## src/rtl/shift_reg_unit_if.sv

```systemverilog
// Handshake and data bundle between the shift-source logic and shift_reg_unit.
interface shift_reg_unit_if;
  logic        start;
  logic [1:0]  shift_op;
  logic [4:0]  shift_amt;
  logic [31:0] shift_in;
  logic [31:0] shift_out;
  logic        busy;
  logic        done;

  modport master (
    output start, shift_op, shift_amt, shift_in,
    input  shift_out, busy, done
  );

  modport slave (
    input  start, shift_op, shift_amt, shift_in,
    output shift_out, busy, done
  );
endinterface

```

## src/rtl/shift_reg_unit.sv

```systemverilog
// Iterative 32-bit shifter: one bit per clock, captured operand/op/amount,
// down-counter terminates the shift and a single-cycle done pulse follows.
//
// state | meaning
// ------+--------------------------------------------------------------
// IDLE  | waiting for start; shift_out holds the last result
// SHIFT | one-bit step per edge; count holds remaining steps (>=1)
// DONE  | result valid, done=1 for this one cycle, back to IDLE next
module shift_reg_unit (
  input  logic             clk,
  input  logic             reset,
  shift_reg_unit_if.slave  bus
);

  typedef enum logic [1:0] {
    IDLE  = 2'd0,
    SHIFT = 2'd1,
    DONE  = 2'd2
  } state_t;

  localparam logic [1:0] OP_SLL = 2'b00;
  localparam logic [1:0] OP_SRL = 2'b01;
  localparam logic [1:0] OP_SRA = 2'b10;
  localparam logic [1:0] OP_ROR = 2'b11;

  state_t      state, state_nxt;
  logic [31:0] data_q, data_nxt;
  logic [1:0]  op_q, op_nxt;
  logic [4:0]  count_q, count_nxt;

  function automatic logic [31:0] step1(input logic [1:0] op, input logic [31:0] d);
    logic [31:0] r;
    case (op)
      OP_SLL:  r = {d[30:0], 1'b0};
      OP_SRL:  r = {1'b0, d[31:1]};
      OP_SRA:  r = {d[31], d[31:1]};
      OP_ROR:  r = {d[0], d[31:1]};
      default: r = d;
    endcase
    return r;
  endfunction

  // Next-state and next-datapath decode; everything holds unless a case says otherwise.
  always_comb begin
    state_nxt = state;
    data_nxt  = data_q;
    op_nxt    = op_q;
    count_nxt = count_q;
    case (state)
      IDLE: begin
        if (bus.start) begin
          data_nxt  = bus.shift_in;
          op_nxt    = bus.shift_op;
          count_nxt = bus.shift_amt;
          state_nxt = (bus.shift_amt != 5'd0) ? SHIFT : DONE;
        end
      end
      SHIFT: begin
        data_nxt = step1(op_q, data_q);
        // Saturating decrement: count is never zero here, but guard anyway.
        count_nxt = (count_q != 5'd0) ? count_q - 5'd1 : 5'd0;
        if (count_q <= 5'd1) begin
          state_nxt = DONE;
        end
      end
      DONE: begin
        state_nxt = IDLE;
      end
      default: begin
        state_nxt = IDLE;
      end
    endcase
  end

  // FSM state register.
  always_ff @(posedge clk or posedge reset) begin
    if (reset) begin
      state <= IDLE;
    end else begin
      state <= state_nxt;
    end
  end

  // Working register, captured op and remaining-step counter.
  always_ff @(posedge clk or posedge reset) begin
    if (reset) begin
      data_q  <= 32'd0;
      op_q    <= 2'b00;
      count_q <= 5'd0;
    end else begin
      data_q  <= data_nxt;
      op_q    <= op_nxt;
      count_q <= count_nxt;
    end
  end

  // Status is a pure decode of the state register, so start never reaches it combinationally.
  assign bus.shift_out = data_q;
  assign bus.busy      = (state != IDLE);
  assign bus.done      = (state == DONE);

endmodule

```

## src/flat_wrapper.sv

```systemverilog
// flat-port wrapper written by rule: the top's interface ports become plain ports
module shift_reg_unit_flat 
  (clk, reset, bus_start, bus_shift_op, bus_shift_amt, bus_shift_in, bus_shift_out, bus_busy, bus_done);
  shift_reg_unit_if bus_i ();
  input  logic clk;
  input  logic reset;
  input wire logic [$bits(bus_i.start)-1:0] bus_start;
  input wire logic [$bits(bus_i.shift_op)-1:0] bus_shift_op;
  input wire logic [$bits(bus_i.shift_amt)-1:0] bus_shift_amt;
  input wire logic [$bits(bus_i.shift_in)-1:0] bus_shift_in;
  output wire logic [$bits(bus_i.shift_out)-1:0] bus_shift_out;
  output wire logic [$bits(bus_i.busy)-1:0] bus_busy;
  output wire logic [$bits(bus_i.done)-1:0] bus_done;
  assign bus_i.start = bus_start;
  assign bus_i.shift_op = bus_shift_op;
  assign bus_i.shift_amt = bus_shift_amt;
  assign bus_i.shift_in = bus_shift_in;
  assign bus_shift_out = bus_i.shift_out;
  assign bus_busy = bus_i.busy;
  assign bus_done = bus_i.done;
  shift_reg_unit u_core (.clk(clk), .reset(reset), .bus(bus_i));
endmodule
```

## config.mk

```make
export PLATFORM = sky130hd
export DESIGN_NAME = shift_reg_unit_flat
export DESIGN_NICKNAME = d
export VERILOG_FILES = /design/src/rtl/shift_reg_unit_if.sv /design/src/rtl/shift_reg_unit.sv /design/src/flat_wrapper.sv
export SDC_FILE = /design/constraint.sdc
export NUM_CORES = 1
export LEC_CHECK = 0
export CAP_MARGIN = 20
export CORE_UTILIZATION = 45
export CTS_BUF_LIST = sky130_fd_sc_hd__clkbuf_8
export CTS_CLUSTER_SIZE = 8
export DETAILED_ROUTE_END_ITERATION = 10
export PLACE_DENSITY = 0.77
export RECOVER_POWER = 25
export SETUP_SLACK_MARGIN = 0.2
export SYNTH_ARGS = -nofsm -noshare
export SYNTH_HDL_FRONTEND = slang
export SYNTH_SLANG_ARGS = --single-unit
```

## constraint.sdc

```tcl
create_clock -name clk -period 2.92 [get_ports clk]
set_clock_uncertainty 0.05 [all_clocks]
set_input_delay 0.292 -clock clk [delete_from_list [all_inputs] [get_ports clk]]
set_output_delay 0.292 -clock clk [all_outputs]
set_load 0.005 [all_outputs]
```

==> out/metrics.csv <==
stage,metric,value,unit
outcome,status,"complete, no violations",
sta,grt_setup_unrepaired,no,
critical_path,worstSetupStartpointType,flop,
clock_network,clock_path_buffers,2,
clock_network,clkSlewWorstSetupHoldPaths,0.09,ns
critical_path,cp_data_arrival_time,2.11,ns
power,static-leakage-power,0.00131,uW
yosys,number_of_cells_produced_by_synthesis,313,
finish,antenna_cells,0,
clock_network,ctsResizeCount,0,
grt,grt_first_pass_wirelength,11.2,mm
clock_network,cts-hold-fix-buffers,0,
yosys,synthTopCellsByArea,"sky130_fd_sc_hd__dfrtp_1 (39%), sky130_fd_sc_hd__a21oi_1 (12%), sky130_fd_sc_hd__nor3b_1 (9.0%)",
sta,max-slew-margin-rel,0.306,
clock_network,htree_levels,2,
min_path,min-delay-path-class,in2async,
floorplanning,core_area,5540,um^2
clock_network,clockRootBuffer,sky130_fd_sc_hd__clkbuf_8,
yosys,synth_largest_type_area_fraction,0.395,
power,vdd.ir_drop.worst,0.668,mV
sta,fin_crit_sh,0.660,
place,dp_worst_setup_slack,0.987,ns
critical_path,critical_path.cell_chain,"nor2b_2, buf_4, a32oi_1, o21ai_1",
yosys,syn-num-nets,358,
floorplanning,placement_rows,27,
sta,fin_tns_setup,0,ns
place,post-dp-hpwl,4.29,mm
yosys,synth-main-ff-cell,sky130_fd_sc_hd__dfrtp_1,
sta,setup_viol_count_final,0,
routing,routedWlPerCell,15.2,um
routing,drt_pre_antenna_iters,4,
critical_path,worstSetupPathType,reg2reg,
yosys,async_flop_share,1.00,
critical_path,timing.critical_path.to_type,flop,
routing,detail_route.vias_per_cell,5.60,
yosys,yosys_warnings,0,
clock_network,insertion_delay,0.30,ns
floorplanning,start_util,0.469,
sta,max_clock_freq,0.519,GHz
routing,vias,2481,
sta,slew_at_the_pin_with_the_worst_max_slew_slack,1.04,ns
yosys,top_cell_type_by_total_area_after_synthesis,sky130_fd_sc_hd__dfrtp_1,
finish,num-nets-final,415,
floorplanning,die-area,6080,um^2
yosys,synth.distinct_cells,40,
yosys,synth_sequential_area_ratio,0.395,
routing,ant_nets,0,
yosys,total_of_flip_flops_plus_latches_after_synthesis,41,
finish,final_layout_size_suffix_gt1_frac,0.0512,
grt,antenna_found_initial,0,
grt,grt_pass1_vias,2350,
critical_path,critical-path-top-delay-family,flip-flops,
finish,layout_common_cells,"sky130_fd_sc_hd__clkdlybuf4s50_1 (74), sky130_fd_sc_hd__a21oi_1 (64), sky130_fd_sc_hd__dfrtp_1 (39)",
clock_network,cts_made_buffers,5,
critical_path,slowest_stage,sky130_fd_sc_hd__dfrtp_1,
floorplanning,die-height,78.0,um
job,drv.max_cap_violation_count,0,
floorplanning,ioPinCount,76,
clock_network,numClockSinks,41,
yosys,syn-mean-instance-area,8.30,um^2
place,io_buffers,75,
critical_path,path_max_fanout,25,
grt,grt_start_max_net_pins,67,
finish,mostFrequentLayoutCell,sky130_fd_sc_hd__clkdlybuf4s50_1,
grt,overflow,0,
clock_network,post_cts_setup_buffer_count,0,
yosys,mappedNetlistArea,2600,um^2
clock_network,tritoncts,yes,
grt,global_route.usage.total,0.231,
routing,drt_drc_violations_left,0,
floorplanning,die_width,78.0,um
place,gp_congestion,0.749,
finish,nFillCells,498,
sta,period_needed,1.93,ns
sta,hold_fails_final_rpt,0,
critical_path,worst_ep_required_time,3.10,ns
routing,drt_iter0_markers,170,
sta,worst_slack,0.991,ns
sta,final_max_slew_viol_count,0,
finish,layout_area_growth_over_synthesis,33.2,%
power,areal_power_density_over_the_cells,1200,nW/um^2
critical_path,cp_slowest_stage_delay,0.58,ns
critical_path,worstPathBufferInverterCount,1,
routing,totalWireLength,6.75,mm
yosys,synth_edf_count,0,
## cells in the mapped netlist, types with 3 or more instances
master and count:
sky130_fd_sc_hd__o21a_1 30, sky130_fd_sc_hd__dfrtp_1 41, sky130_fd_sc_hd__nor2b_1 5, sky130_fd_sc_hd__inv_1 7
sky130_fd_sc_hd__a22oi_1 3, sky130_fd_sc_hd__buf_2 7, sky130_fd_sc_hd__nor2_1 32, sky130_fd_sc_hd__o21ai_1 31
sky130_fd_sc_hd__buf_1 7, sky130_fd_sc_hd__nor3b_1 31, sky130_fd_sc_hd__a21oi_1 64, sky130_fd_sc_hd__clkbuf_1 15
sky130_fd_sc_hd__ha_1 3, sky130_fd_sc_hd__a32oi_1 3, sky130_fd_sc_hd__nand3_1 3
## cell type report
cell class                      count  area, um^2  share of cell area
Clock buffer                        5        68.8              0.0199
Clock inverter                      3        38.8              0.0112
Inverter                            8        30.0             0.00868
Multi-Input combinational cell    234        1420               0.410
Sequential cell                    41        1030               0.297
Tap cell                           72        90.1              0.0260
Timing Repair Buffer               80         785               0.227
## metal layers
metal	wire length [um]	GRT usage
met4	59	0.0778
met3	346	0.0318
met2	3140	0.369
met1	3200	0.323
met5	0	0
## cells by family (layout without fill, tap and decap cells)
kind of cell,after synthesis,in the layout,synth area share
buffers and inverters,38,96,0.0597
adder cells (fa/ha/maj),3,3,0.0145
multiplexers,2,2,0.00867
AO/OA/AOI/OAI,146,146,0.339
flip-flops,41,41,0.395
AND/OR/NAND/NOR,83,83,0.183
## flip-flops by register name, indices dropped and copies added, names as in the netlist
signal                flops
u_core.op_q               2
u_core.bus.shift_out     32
u_core.count_q            5
u_core.state              2
## per-stage QoR
step,instances,power (uW),cell area (um^2),utilization,hold slack (ns)
2_1_floorplan,313,2840,2600,-,0.377
3_3_place_gp,435,3630,3360,0.606,0.480
3_5_place_dp,435,3690,3360,0.606,0.491
4_1_cts,443,4160,3460,0.625,0.369
5_1_grt,443,4510,3460,0.624,0.548
6_report,443,4150,3460,0.624,0.486
## final timing paths
check | startpoint | endpoint | slack (ns) | cells past startpoint
worst max-delay path | u_core.state[0]$_DFFE_PP0P_ | u_core.bus.shift_out[0]$_DFFE_PP0P_ | 0.99 | 4
worst max register to register | u_core.state[0]$_DFFE_PP0P_ | u_core.bus.shift_out[0]$_DFFE_PP0P_ | 0.99 | 4
min in group clk | u_core.bus.shift_out[0]$_DFFE_PP0P_ | u_core.bus.shift_out[0]$_DFFE_PP0P_ | 0.51 | 2
worst min register to register | u_core.bus.shift_out[0]$_DFFE_PP0P_ | u_core.bus.shift_out[0]$_DFFE_PP0P_ | 0.51 | 2
worst min-delay path | reset | u_core.bus.shift_out[29]$_DFFE_PP0P_ | 0.49 | 2
max in group asynchronous | reset | u_core.op_q[1]$_DFFE_PP0P_ | 1.49 | 3
## power by group
group | internal, uW | switching, uW | total [uW]
logic | 1230 | 1050 | 2280
clock network | 251 | 211 | 461
registers | 879 | 525 | 1400
total | 2360 | 1790 | 4150
Note: power is estimated with default switching activity, not from simulation.
